==> src/rtl/vga_timing_pkg.sv <==
// ============================================================================
// Module   : vga_timing_pkg
// Brief    : VGA 1280x1024@60 timing, capture window geometry and capture FSM
//            states shared by the display and capture paths.
// Revision : 1.0 - initial release
// ============================================================================
`default_nettype none

package vga_timing_pkg;

  localparam int H_ACTIVE      = 1280;
  localparam int H_FRONT_PORCH = 48;
  localparam int H_SYNC_PULSE  = 112;
  localparam int H_BACK_PORCH  = 248;
  localparam int H_TOTAL       = H_ACTIVE + H_FRONT_PORCH + H_SYNC_PULSE + H_BACK_PORCH;

  localparam int V_ACTIVE      = 1024;
  localparam int V_FRONT_PORCH = 1;
  localparam int V_SYNC_PULSE  = 3;
  localparam int V_BACK_PORCH  = 38;
  localparam int V_TOTAL       = V_ACTIVE + V_FRONT_PORCH + V_SYNC_PULSE + V_BACK_PORCH;

  localparam int PIX_DELAY     = 2;
  localparam int IMAGE_WIDTH   = 100;
  localparam int IMAGE_HEIGHT  = 100;
  localparam int ADDR_WIDTH    = 14;
  localparam int CNT_WIDTH     = 12;

  typedef enum logic [1:0] {
    IDLE       = 2'd0,
    WAIT_VSYNC = 2'd1,
    CAPTURE    = 2'd2
  } capture_state_t;

  // (r + 2g + b) peaks at 60, so six bits hold it without overflow.
  function automatic logic [3:0] gray4(input logic [3:0] r, input logic [3:0] g,
                                       input logic [3:0] b);
    logic [5:0] sum;
    sum = {2'b00, r} + {1'b0, g, 1'b0} + {2'b00, b};
    return sum[5:2];
  endfunction

endpackage

`default_nettype wire

==> src/rtl/vga_capture_if.sv <==
// ============================================================================
// Module   : vga_capture_if
// Brief    : VGA pixel stream in, BRAM write port and status out.
// Revision : 1.0 - initial release
// ============================================================================
`default_nettype none

interface vga_capture_if #(
  parameter int ADDR_WIDTH = vga_timing_pkg::ADDR_WIDTH
);
  logic                  hsync_in;
  logic                  vsync_in;
  logic [3:0]            red_in;
  logic [3:0]            green_in;
  logic [3:0]            blue_in;
  logic                  capture_req;
  logic                  busy;
  logic                  done;
  logic                  frame_error;
  logic                  wr_en;
  logic [ADDR_WIDTH-1:0] wr_address;
  logic [7:0]            wr_data;

  modport master (
    output hsync_in, vsync_in, red_in, green_in, blue_in, capture_req,
    input  busy, done, frame_error, wr_en, wr_address, wr_data
  );

  modport slave (
    input  hsync_in, vsync_in, red_in, green_in, blue_in, capture_req,
    output busy, done, frame_error, wr_en, wr_address, wr_data
  );
endinterface

`default_nettype wire

==> src/rtl/vga_sync_tracker.sv <==
// ============================================================================
// Module   : vga_sync_tracker
// Brief    : Input register stage, sync edge detection, h/v position counters
//            and capture-window flag. Green/blue exist only with
//            VGA_CAPTURE_GRAY_EN defined.
// Revision : 1.0 - initial release
// ============================================================================
`default_nettype none

module vga_sync_tracker import vga_timing_pkg::*; #(
  parameter int H_SYNC_PULSE = vga_timing_pkg::H_SYNC_PULSE,
  parameter int H_BACK_PORCH = vga_timing_pkg::H_BACK_PORCH,
  parameter int V_SYNC_PULSE = vga_timing_pkg::V_SYNC_PULSE,
  parameter int V_BACK_PORCH = vga_timing_pkg::V_BACK_PORCH,
  parameter int PIX_DELAY    = vga_timing_pkg::PIX_DELAY,
  parameter int IMAGE_WIDTH  = vga_timing_pkg::IMAGE_WIDTH,
  parameter int IMAGE_HEIGHT = vga_timing_pkg::IMAGE_HEIGHT
) (
  input  logic       clk,
  input  logic       rst,
  input  logic       hsync_i,
  input  logic       vsync_i,
  input  logic [3:0] red_i,
`ifdef VGA_CAPTURE_GRAY_EN
  input  logic [3:0] green_i,
  input  logic [3:0] blue_i,
  output logic [3:0] green_o,
  output logic [3:0] blue_o,
`endif
  output logic [3:0] red_o,
  output logic       vs_fall_o,
  output logic       active_o
);

  localparam logic [CNT_WIDTH-1:0] H_FIRST = CNT_WIDTH'(H_SYNC_PULSE + H_BACK_PORCH + PIX_DELAY);
  localparam logic [CNT_WIDTH-1:0] H_LAST  = CNT_WIDTH'(H_SYNC_PULSE + H_BACK_PORCH + PIX_DELAY
                                                        + IMAGE_WIDTH - 1);
  localparam logic [CNT_WIDTH-1:0] V_FIRST = CNT_WIDTH'(V_SYNC_PULSE + V_BACK_PORCH);
  localparam logic [CNT_WIDTH-1:0] V_LAST  = CNT_WIDTH'(V_SYNC_PULSE + V_BACK_PORCH
                                                        + IMAGE_HEIGHT - 1);
  localparam logic [CNT_WIDTH-1:0] CNT_MAX = '1;

  logic                 hs_s1_q, hs_s2_q, vs_s1_q, vs_s2_q;
  logic [3:0]           red_q;
  logic [CNT_WIDTH-1:0] h_cnt_q, h_cnt_d, v_cnt_q, v_cnt_d;
  logic                 hs_fall, vs_fall;

  assign hs_fall = hs_s2_q & ~hs_s1_q;
  assign vs_fall = vs_s2_q & ~vs_s1_q;

  always_comb begin
    h_cnt_d = h_cnt_q;
    v_cnt_d = v_cnt_q;
    if (hs_fall)
      h_cnt_d = '0;
    else if (h_cnt_q != CNT_MAX)
      h_cnt_d = h_cnt_q + CNT_WIDTH'(1);
    // A frame start also carries an hsync edge; the clear must win.
    if (vs_fall)
      v_cnt_d = '0;
    else if (hs_fall && (v_cnt_q != CNT_MAX))
      v_cnt_d = v_cnt_q + CNT_WIDTH'(1);
  end

  always_ff @(posedge clk) begin
    if (rst) begin
      hs_s1_q <= 1'b1;
      hs_s2_q <= 1'b1;
      vs_s1_q <= 1'b1;
      vs_s2_q <= 1'b1;
      red_q   <= '0;
      h_cnt_q <= '0;
      v_cnt_q <= '0;
    end else begin
      hs_s1_q <= hsync_i;
      hs_s2_q <= hs_s1_q;
      vs_s1_q <= vsync_i;
      vs_s2_q <= vs_s1_q;
      red_q   <= red_i;
      h_cnt_q <= h_cnt_d;
      v_cnt_q <= v_cnt_d;
    end
  end

`ifdef VGA_CAPTURE_GRAY_EN
  logic [3:0] green_q, blue_q;

  always_ff @(posedge clk) begin
    if (rst) begin
      green_q <= '0;
      blue_q  <= '0;
    end else begin
      green_q <= green_i;
      blue_q  <= blue_i;
    end
  end

  assign green_o = green_q;
  assign blue_o  = blue_q;
`endif

  assign red_o     = red_q;
  assign vs_fall_o = vs_fall;
  assign active_o  = (h_cnt_q >= H_FIRST) && (h_cnt_q <= H_LAST) &&
                     (v_cnt_q >= V_FIRST) && (v_cnt_q <= V_LAST);

endmodule

`default_nettype wire

==> src/rtl/vga_capture.sv <==
// ============================================================================
// Module   : vga_capture
// Brief    : Single-shot VGA frame grabber writing an IMAGE_WIDTH x
//            IMAGE_HEIGHT window into BRAM. VGA_CAPTURE_GRAY_EN selects
//            weighted grayscale; otherwise red is replicated.
// Revision : 1.0 - initial release
// ============================================================================
`default_nettype none

module vga_capture import vga_timing_pkg::*; #(
  parameter int H_SYNC_PULSE = vga_timing_pkg::H_SYNC_PULSE,
  parameter int H_BACK_PORCH = vga_timing_pkg::H_BACK_PORCH,
  parameter int V_SYNC_PULSE = vga_timing_pkg::V_SYNC_PULSE,
  parameter int V_BACK_PORCH = vga_timing_pkg::V_BACK_PORCH,
  parameter int PIX_DELAY    = vga_timing_pkg::PIX_DELAY,
  parameter int IMAGE_WIDTH  = vga_timing_pkg::IMAGE_WIDTH,
  parameter int IMAGE_HEIGHT = vga_timing_pkg::IMAGE_HEIGHT,
  parameter int ADDR_WIDTH   = vga_timing_pkg::ADDR_WIDTH
) (
  input  logic          clk,
  input  logic          rst,
  vga_capture_if.slave  bus
);

  localparam logic [ADDR_WIDTH-1:0] LAST_ADDR = ADDR_WIDTH'(IMAGE_WIDTH * IMAGE_HEIGHT - 1);

  capture_state_t        state_q;
  logic                  busy_q, done_q, frame_error_q, wr_en_q;
  logic [ADDR_WIDTH-1:0] wr_address_q, next_addr_q;
  logic [7:0]            wr_data_q, pixel_d;
  logic                  vs_fall, active;
  logic [3:0]            red_s1;
`ifdef VGA_CAPTURE_GRAY_EN
  logic [3:0]            green_s1, blue_s1;
`endif

  vga_sync_tracker #(
    .H_SYNC_PULSE (H_SYNC_PULSE),
    .H_BACK_PORCH (H_BACK_PORCH),
    .V_SYNC_PULSE (V_SYNC_PULSE),
    .V_BACK_PORCH (V_BACK_PORCH),
    .PIX_DELAY    (PIX_DELAY),
    .IMAGE_WIDTH  (IMAGE_WIDTH),
    .IMAGE_HEIGHT (IMAGE_HEIGHT)
  ) u_sync (
    .clk       (clk),
    .rst       (rst),
    .hsync_i   (bus.hsync_in),
    .vsync_i   (bus.vsync_in),
    .red_i     (bus.red_in),
`ifdef VGA_CAPTURE_GRAY_EN
    .green_i   (bus.green_in),
    .blue_i    (bus.blue_in),
    .green_o   (green_s1),
    .blue_o    (blue_s1),
`endif
    .red_o     (red_s1),
    .vs_fall_o (vs_fall),
    .active_o  (active)
  );

  always_comb begin
`ifdef VGA_CAPTURE_GRAY_EN
    pixel_d = {2{gray4(red_s1, green_s1, blue_s1)}};
`else
    pixel_d = {2{red_s1}};
`endif
  end

  always_ff @(posedge clk) begin
    if (rst) begin
      state_q       <= IDLE;
      busy_q        <= 1'b0;
      done_q        <= 1'b0;
      frame_error_q <= 1'b0;
      wr_en_q       <= 1'b0;
      wr_address_q  <= '0;
      next_addr_q   <= '0;
      wr_data_q     <= '0;
    end else begin
      done_q        <= 1'b0;
      frame_error_q <= 1'b0;
      wr_en_q       <= 1'b0;
      case (state_q)
        IDLE: begin
          if (bus.capture_req) begin
            state_q <= WAIT_VSYNC;
            busy_q  <= 1'b1;
          end
        end
        WAIT_VSYNC: begin
          if (vs_fall)
            state_q <= CAPTURE;
        end
        CAPTURE: begin
          // Completion is judged on the strobe already on the port, so done
          // lands exactly one cycle after the final write.
          if (wr_en_q && (wr_address_q == LAST_ADDR)) begin
            state_q      <= IDLE;
            busy_q       <= 1'b0;
            done_q       <= 1'b1;
            wr_address_q <= '0;
            next_addr_q  <= '0;
          end else if (vs_fall) begin
            frame_error_q <= 1'b1;
            next_addr_q   <= '0;
          end else if (active) begin
            wr_en_q      <= 1'b1;
            wr_address_q <= next_addr_q;
            wr_data_q    <= pixel_d;
            next_addr_q  <= next_addr_q + ADDR_WIDTH'(1);
          end
        end
        default: begin
          state_q <= IDLE;
          busy_q  <= 1'b0;
        end
      endcase
    end
  end

  assign bus.busy        = busy_q;
  assign bus.done        = done_q;
  assign bus.frame_error = frame_error_q;
  assign bus.wr_en       = wr_en_q;
  assign bus.wr_address  = wr_address_q;
  assign bus.wr_data     = wr_data_q;

endmodule

`default_nettype wire

==> src/flat_wrapper.sv <==
// flat-port wrapper written by rule: the top's interface ports become plain ports
module vga_capture_flat import vga_timing_pkg::*;
#(
  parameter int H_SYNC_PULSE = vga_timing_pkg::H_SYNC_PULSE,
  parameter int H_BACK_PORCH = vga_timing_pkg::H_BACK_PORCH,
  parameter int V_SYNC_PULSE = vga_timing_pkg::V_SYNC_PULSE,
  parameter int V_BACK_PORCH = vga_timing_pkg::V_BACK_PORCH,
  parameter int PIX_DELAY    = vga_timing_pkg::PIX_DELAY,
  parameter int IMAGE_WIDTH  = vga_timing_pkg::IMAGE_WIDTH,
  parameter int IMAGE_HEIGHT = vga_timing_pkg::IMAGE_HEIGHT,
  parameter int ADDR_WIDTH   = vga_timing_pkg::ADDR_WIDTH
)
  (clk, rst, bus_hsync_in, bus_vsync_in, bus_red_in, bus_green_in, bus_blue_in, bus_capture_req, bus_busy, bus_done, bus_frame_error, bus_wr_en, bus_wr_address, bus_wr_data);
  vga_capture_if #(.ADDR_WIDTH(ADDR_WIDTH)) bus_i ();
  input  logic clk;
  input  logic rst;
  input wire logic [$bits(bus_i.hsync_in)-1:0] bus_hsync_in;
  input wire logic [$bits(bus_i.vsync_in)-1:0] bus_vsync_in;
  input wire logic [$bits(bus_i.red_in)-1:0] bus_red_in;
  input wire logic [$bits(bus_i.green_in)-1:0] bus_green_in;
  input wire logic [$bits(bus_i.blue_in)-1:0] bus_blue_in;
  input wire logic [$bits(bus_i.capture_req)-1:0] bus_capture_req;
  output wire logic [$bits(bus_i.busy)-1:0] bus_busy;
  output wire logic [$bits(bus_i.done)-1:0] bus_done;
  output wire logic [$bits(bus_i.frame_error)-1:0] bus_frame_error;
  output wire logic [$bits(bus_i.wr_en)-1:0] bus_wr_en;
  output wire logic [$bits(bus_i.wr_address)-1:0] bus_wr_address;
  output wire logic [$bits(bus_i.wr_data)-1:0] bus_wr_data;
  assign bus_i.hsync_in = bus_hsync_in;
  assign bus_i.vsync_in = bus_vsync_in;
  assign bus_i.red_in = bus_red_in;
  assign bus_i.green_in = bus_green_in;
  assign bus_i.blue_in = bus_blue_in;
  assign bus_i.capture_req = bus_capture_req;
  assign bus_busy = bus_i.busy;
  assign bus_done = bus_i.done;
  assign bus_frame_error = bus_i.frame_error;
  assign bus_wr_en = bus_i.wr_en;
  assign bus_wr_address = bus_i.wr_address;
  assign bus_wr_data = bus_i.wr_data;
  vga_capture #(.H_SYNC_PULSE(H_SYNC_PULSE), .H_BACK_PORCH(H_BACK_PORCH), .V_SYNC_PULSE(V_SYNC_PULSE), .V_BACK_PORCH(V_BACK_PORCH), .PIX_DELAY(PIX_DELAY), .IMAGE_WIDTH(IMAGE_WIDTH), .IMAGE_HEIGHT(IMAGE_HEIGHT), .ADDR_WIDTH(ADDR_WIDTH)) u_core (.clk(clk), .rst(rst), .bus(bus_i));
endmodule
==> config.mk <==
export PLATFORM = sky130hd
export DESIGN_NAME = vga_capture_flat
export DESIGN_NICKNAME = d
export VERILOG_FILES = /design/src/rtl/vga_timing_pkg.sv /design/src/rtl/vga_capture_if.sv /design/src/rtl/vga_sync_tracker.sv /design/src/rtl/vga_capture.sv /design/src/flat_wrapper.sv
export SDC_FILE = /design/constraint.sdc
export NUM_CORES = 1
export LEC_CHECK = 0
export CAP_MARGIN = 20
export CORE_UTILIZATION = 59
export CTS_CLUSTER_SIZE = 20
export DETAILED_ROUTE_END_ITERATION = 6
export PLACE_DENSITY = 0.92
export RECOVER_POWER = 25
export REMOVE_ABC_BUFFERS = 1
export SLEW_MARGIN = 40
export SYNTH_ARGS = -nofsm -noshare
export SYNTH_HDL_FRONTEND = slang
export SYNTH_SLANG_ARGS = --single-unit
==> constraint.sdc <==
create_clock -name clk -period 5.1 [get_ports clk]
set_input_delay 1.02 -clock clk [delete_from_list [all_inputs] [get_ports clk]]
set_output_delay 1.02 -clock clk [all_outputs]
set_load 0.005 [all_outputs]
==> results of run 1 <==
-- through the flow --
step / power [mW] / hold WS, ps / std cells
6_report: 1.120 / 462.2 / 473
5_1_grt: 1.155 / 487.8 / 473
4_1_cts: 1.122 / 463.4 / 473
3_5_place_dp: 0.6176 / 451.1 / 457
3_3_place_gp: 0.6158 / 444.2 / 456
2_1_floorplan: 0.5981 / 430.1 / 349
-- state kept, by name (all words and copies together), names as in the netlist, 2 cells and up --
| register | count |
|---|---|
| u_core.bus.wr_address | 14 |
| u_core.next_addr_q | 14 |
| u_core.u_sync.h_cnt_q | 12 |
| u_core.u_sync.v_cnt_q | 12 |
| u_core.bus.wr_data | 4 |
| u_core.u_sync.red_o | 4 |
| u_core.state_q | 2 |
-- placed cells by master (no fill, tap or decap), types with 4 or more instances in the layout --
cell type	synthesis	layout
clkdlybuf4s50_1	0	33
nor2_1	34	34
dfxtp_1	70	70
o211ai_1	10	10
xor2_1	9	9
a22o_2	14	14
o21ai_0	15	15
nand3_1	14	14
a31oi_1	6	6
nand2_1	17	17
nand4_1	11	11
or2_2	7	6
and2_1	5	5
and3_1	5	5
o21ai_1	4	4
inv_1	22	22
nor3b_1	4	4
nor4_1	6	5
xnor2_1	11	11
nor2b_1	9	9
clkbuf_8	0	11
ha_1	9	9
nor3_1	7	7
a21oi_1	14	14
-- routing by layer --
layer / vias to the layer above / share of wire
li1: 1376 / -
met1: 1395 / 0.42
met2: 131 / 0.49
met3: 30 / 0.060
met4: 0 / 0.028
met5: - / 0
-- logic make-up after synthesis --
kind of cell,Yosys count
DFF,70
buffers and inverters,37
and+or+nand+nor,143
xor gates and xnor gates,20
muxes,2
AOI/OAI and AO/OA,83
adders and majority gates,9
-- area by class of cell --
cell class,count,area [um^2]
Fill cell,356,1324
Inverter,22,82.58
Tap cell,70,87.58
Timing Repair Buffer,38,366.6
Clock buffer,11,151.4
Sequential cell,70,1401
Multi-Input combinational cell,257,1775
Clock inverter,5,81.33
-- synthesized netlist by cell type (2+ instances only) --
library cell / instances
a21oi_2: 2
o21ai_0: 15
nor3b_1: 4
buf_4: 4
mux2i_1: 2
nand4_1: 11
and4_1: 2
or4_1: 2
o21a_1: 2
nand3b_1: 2
clkbuf_1: 8
nor4_4: 2
and2_1: 5
o2bb2ai_1: 3
dfxtp_1: 70
o21ai_1: 4
buf_2: 2
and3_1: 5
a21oi_1: 14
a211oi_1: 3
nand2_1: 17
and3_2: 2
nor3_1: 7
or2_2: 7
nand3_1: 14
xnor2_1: 11
a31oi_1: 6
nand4b_1: 2
nand4bb_1: 2
a22o_2: 14
xor2_1: 9
inv_1: 22
ha_1: 9
o211ai_1: 10
nor2b_1: 9
nand2b_1: 2
nor2_1: 34
nor4_1: 6
o211a_1: 2
-- power groups by stage --
stage	Combinational [mW]	Sequential [mW]	Clock [mW]
floorplan	0.0267	0.571	0
global placement	0.0432	0.573	0
detailed placement	0.0449	0.573	0
CTS	0.0453	0.560	0.517
global route	0.0493	0.561	0.544
finish	0.0448	0.560	0.515
-- worst min-delay path: cells and delay by family (launching register included) --
kind,cells,cell delay [ps]
flip-flops,1,300
AND/OR/NAND/NOR,1,60
AO/OA/AOI/OAI,1,60
-- worst max path at each step --
stage | start | to | depth (start not counted)
2_1_floorplan | u_core.u_sync.v_cnt_q[0] | u_core.next_addr_q[10] | 7
3_3_place_gp | rst | u_core.bus.wr_address[3] | 5
3_5_place_dp | rst | u_core.bus.wr_address[2] | 6
4_1_cts | rst | u_core.bus.wr_address[4] | 6
5_1_grt | rst | u_core.bus.wr_address[8] | 6
6_report | rst | u_core.bus.wr_address[2] | 6
==> summary.txt, run 1 <==
Global route
  – Met2 usage: 0.4619
  – Largest net degree at the start of global routing: 23
  – Vias in the first global route: 2795
  – First-pass GRT wire length: 12.66 mm
  – Remaining Overflow, GRT: 0
  – Tot GR Track Use: 0.2697
  – GR Util met1: 0.3024
  – Initial antenna violation count: 0
  – Met3 Resource Use GR: 0.07976
  – Gr busiest metal: met2

Critical path
  – Worst Path Buf+Inv: 3
  – Critical path capture point type: flop
  – CP Launch Type: input pin
  – CP Class: input pin to flop
  – Largest fanout on the critical path: 22
  – Reg-to-Reg End: u_core.bus.wr_address[4]
  – CP peak stage delay: 730 ps
  – Critical-path cell list: dlygate4sd3_1, clkbuf_1, nand2b_1, nor4b_4, buf_4, a22o_2
  – Family with the most delay on the worst path: buffers and inverters
  – Worst flop-to-flop path startpoint: u_core.u_sync.h_cnt_q[0]
  – Slowest CP cell: clkbuf_1
  – R2R cell count: 7
  – R2R Setup Slk: 2430 ps
  – Worst path required time: 5350 ps
  – CP arrival: 3540 ps

Clocking
  – Longest Clk Path Bufs: 2
  – Skew-Pair Late Insertion Delay: 350 ps
  – CTS sink count: 70
  – Worst-path clk slew: 80 ps
  – Hold-fix buffers at CTS: 0
  – CTS tree: built
  – Post-CTS Setup Inserts: 0
  – H-Tree Depth: 3
  – Root Driver: clkbuf_8
  – CTS buffer count: 9
  – Resize count post-CTS: 0

Layout
  – Fin util: 0.7488
  – Nets: 424
  – Inserted Diodes: 0
  – Layout cells sized above 1: 0.1365
  – Final Cell Area: 0.003946 mm^2
  – Area grow syn2layout: 18.53%

Synthesis
  – Cell taking the most area after synthesis: dfxtp_1
  – Post-synth cell types: 56
  – Sequential area share after synthesis: 0.4209
  – Mux cell area share after synthesis: 0.006013
  – Largest family of logic cells by synthesized area: simple AND/OR/NAND/NOR gates
  – Simple-gate area share of the yosys netlist: 0.2544
  – Synth Cell Area: 0.003329 mm^2
  – Synth top area share: 0.4209
  – Synth Register Bits: 70
  – Synth Area in XOR/XNOR: 0.05261
  – Ys async rst share: 0
  – Post-synth EDFFs: 0
  – Mean Syn Cell Area: 9.147 um^2
  – Compound-Gate Fraction of Synth Area: 0.1830
  – Largest cells by area after synthesis: dfxtp_1 (42%), a22o_2 (4.2%), nor2_1 (3.8%)
  – Adder-cell share of the synthesized area: 0.03382
  – Synth warn: 0
  – Predominant post-synthesis flop cell: dfxtp_1
  – Mapped Cells: 364

STA
  – Worst slew pin tran: 982.6 ps
  – Setup ws final: 1807 ps
  – Crit share post-route: 0.6458
  – Setup TNS: 0 ps
  – Max-slew violation count: 0
  – F_max: 303.6 MHz
  – Slew Limit Headroom: 0.3450
  – Post-route minimum period: 3294 ps
  – # setup viols final: 0
  – Layout Skew: 5.746 ps
  – RSZ-0062 raised after global routing: false
  – Final hold vios: 0

Floorplanning
  – Row count: 26
  – Core region area: 0.005270 mm^2
  – Die area: 0.005947 mm^2
  – Die Ht: 77.12 um
  – I/O pin count: 43
  – Chip width: 77.12 um
  – Initial core utilization: 0.6318

Placed design
  – Placement Setup Slack: 1976 ps
  – RePlAce Congestion: 0.8124
  – Dpl cell area: 0.003717 mm^2
  – HPWL after DPL: 5.132 mm
  – PortBufs: 34

Worst hold path
  – Hold Path Stages: 2
  – Min-Delay Endpoint: u_core.bus.wr_data[5]
  – Min-Delay Path Class: flop to flop
  – Hold Crit Start: u_core.u_sync.red_o[1]

Run status
  – Status: finished clean

Power and ir drop
  – Power share of the sequential group: 0.500
  – Clock power share: 0.460
  – Comb pwr share: 0.040
  – Net Sw Power: 244.5 uW
  – Pwr Density: 283.8 mW/mm^2
  – Leakage: 1.375 nW
  – Int Pwr: 875.3 uW
  – Peak VDD IR: 0.1930 mV
  – Switch share: 0.2184

Detailed routing
  – Wirelength per Cell: 16.46 um
  – Vias/cell: 6.199
  – Total number of vias: 2932
  – 1st-iter DRT viols: 203
  – Final ANT Viol Nets: 0
  – Pre-antenna DRT Iters: 5
  – Residual DRC: 0
  – Total wire length: 7.784 mm

Flow run
  – Number of max-cap violations: 0
Power figures use the tool's default switching activity.
==> run 2: changes to the inputs <==
- CORE_UTILIZATION: 59 -> 55
- PLACE_DENSITY: 0.92 -> 0.87
- clock period: 5.1 -> 3.2 ns (I/O delays scaled with it)
==> run 2 against run 1 <==
Net effect:
- sequential share of layout area down 0.32 points
- critical path depth rose by 1
- non-clock buffer count grew 2
- via count is 7.3% lower
- register-to-register slack lost 1900 ps
- combinational power is 62% higher
- clock skew grew 2.1 ps
- worst hold slack improved by 8.9 ps
- sequential power grew 59%
==> summary.txt, run 2 (same netlist as run 1, synthesis figures left out) <==
Run status
  – Status: finished clean

Placed design
  – Placement Setup Slack: 566.5 ps (-1410 ps)
  – RePlAce Congestion: 0.8277 (+1.9%)
  – PortBufs: 34 (unchanged)
  – Dpl cell area: 0.003734 mm^2 (+0.44%)
  – HPWL after DPL: 4.907 mm (-4.4%)

STA
  – F_max: 374.2 MHz
  – Setup ws final: 527.3 ps (-1279 ps)
  – Worst slew pin tran: 1007 ps (+24.75 ps)
  – Final hold slack: 471.0 ps (+8.866 ps)
  – Crit share post-route: 0.8352
  – Final hold vios: 0 (unchanged)
  – Layout Skew: 7.866 ps (+2.120 ps)
  – RSZ-0062 raised after global routing: false
  – Max-slew violation count: 0 (unchanged)
  – # setup viols final: 0 (unchanged)
  – Setup TNS: 0 ps (unchanged)
  – Slew Limit Headroom: 0.3285 (-0.01650)
  – Post-route minimum period: 2673 ps

Power and ir drop
  – Final Power: 1.831 mW (+64%)
  – Peak VDD IR: 0.4292 mV (+120%)
  – Pwr Density: 459.9 mW/mm^2 (+62%)
  – Leakage: 1.397 nW (+1.6%)

Layout
  – Most frequent cells in the layout: dfxtp_1 (70), nor2_1 (34), clkdlybuf4s50_1 (33), inv_1 (22), nand2_1 (17)
  – Area grow syn2layout: 19.62%
  – Nets: 426 (+0.47%)
  – Layout cells sized above 1: 0.1358 (-0.0006740)
  – Commonest non-fill, non-tap cell in the layout: dfxtp_1
  – Inserted Diodes: 0 (unchanged)
  – Final Cell Area: 0.003983 mm^2 (+0.92%)

Floorplanning
  – Die Ht: 79.81 um (+3.5%)
  – Die area: 0.006369 mm^2 (+7.1%)
  – Initial core utilization: 0.5866 (-0.04513)
  – I/O pin count: 43 (unchanged)
  – Core region area: 0.005675 mm^2 (+7.7%)
  – Chip width: 79.81 um (+3.5%)
  – Row count: 27 (+3.8%)

Global route
  – Remaining Overflow, GRT: 0 (unchanged)
  – Initial antenna violation count: 0 (unchanged)
  – Vias in the first global route: 2576 (-7.8%)
  – Largest net degree at the start of global routing: 22 (-4.3%)
  – First-pass GRT wire length: 12.10 mm (-4.5%)
  – Tot GR Track Use: 0.2450 (-0.02474)

Flow run
  – Number of max-cap violations: 0 (unchanged)

Detailed routing
  – Pre-antenna DRT Iters: 4 (-1)
  – Total number of vias: 2718 (-7.3%)
  – Total wire length: 7.104 mm (-8.7%)
  – Vias/cell: 5.698 (-8.1%)
  – Wirelength per Cell: 14.89 um (-9.5%)
  – Final ANT Viol Nets: 0 (unchanged)
  – 1st-iter DRT viols: 172 (-15%)
  – Residual DRC: 0 (unchanged)

Clocking
  – CTS tree: built
  – CTS buffer count: 9 (unchanged)
  – Worst-path clk slew: 80 ps (about the same)
  – Resize count post-CTS: 0 (unchanged)
  – Post-CTS Setup Inserts: 0 (unchanged)
  – Hold-fix buffers at CTS: 0 (unchanged)
  – Longest Clk Path Bufs: 2 (unchanged)
  – H-Tree Depth: 3 (unchanged)
  – CTS sink count: 70 (unchanged)
  – Root Driver: clkbuf_8
  – Skew-Pair Late Insertion Delay: 340 ps (about the same)

Critical path
  – CP Class: flop to flop
  – CP arrival: 2960 ps (-580 ps)
  – CP Launch Type: flop
  – Largest fanout on the critical path: 7 (-68%)
  – Worst path required time: 3490 ps (-1860 ps)
  – Critical path capture point type: flop

Worst hold path
  – Min-Delay Path Class: flop to flop
[run 2: cell count changes in the layout (fill, tap and decap cells not counted), sizes merged]
cell,before,now
bufinv,2,3
clkbuf,12,11
buf,3,5
clkinvlp,1,0
clkinv,2,3
[run 2: area by class of cell]
cell class | instances | area [um^2]
clock buffers | 10 | 137.6
clock inverters | 6 | 108.9
fillers | 416 | 1693
inverters | 22 | 82.58
multi-input cells | 257 | 1780
flip-flops and latches | 70 | 1401
well taps | 72 | 90.09
repair buffers | 40 | 381.6
[run 2: worst max-delay path: stages (launching register included)]
cell,delay [ps]
dfxtp_1,440
inv_1,100
ha_1,190
nand4bb_1,200
a211oi_1,610
nor3_2,230
a31oi_1,570
a22o_2,260
[run 2: final timing paths]
check	startpoint	to	slack, ps	cells after the start
setup / recovery	u_core.u_sync.h_cnt_q[0]	u_core.bus.wr_address[7]	530	7
hold / removal	u_core.u_sync.red_o[0]	u_core.bus.wr_data[4]	470	2
setup reg to reg	u_core.u_sync.h_cnt_q[0]	u_core.bus.wr_address[7]	530	7
hold reg to reg	u_core.u_sync.red_o[0]	u_core.bus.wr_data[4]	470	2
[run 2: power by group]
group          switching [mW]  total, mW  internal (mW)
Clock                   0.328      0.866          0.537
Combinational          0.0402     0.0727         0.0326
Sequential             0.0106      0.893          0.882
[run 2: per-stage QoR]
step                        util  cells
final                     0.7017    477
after global routing      0.7017    477
after CTS                 0.7013    476
after detailed placement  0.6578    460
after global placement    0.6556    460
after floorplan                -    349
[run 2: layer usage]
layer  vias to the layer above  routed length, um  GRT usage
met1                      1270               3271     0.3003
met5                         -                  0          0
met4                         0                 61    0.08214
met3                         6                302    0.07086
li1                       1387                  -          -
met2                        55               3469     0.4094
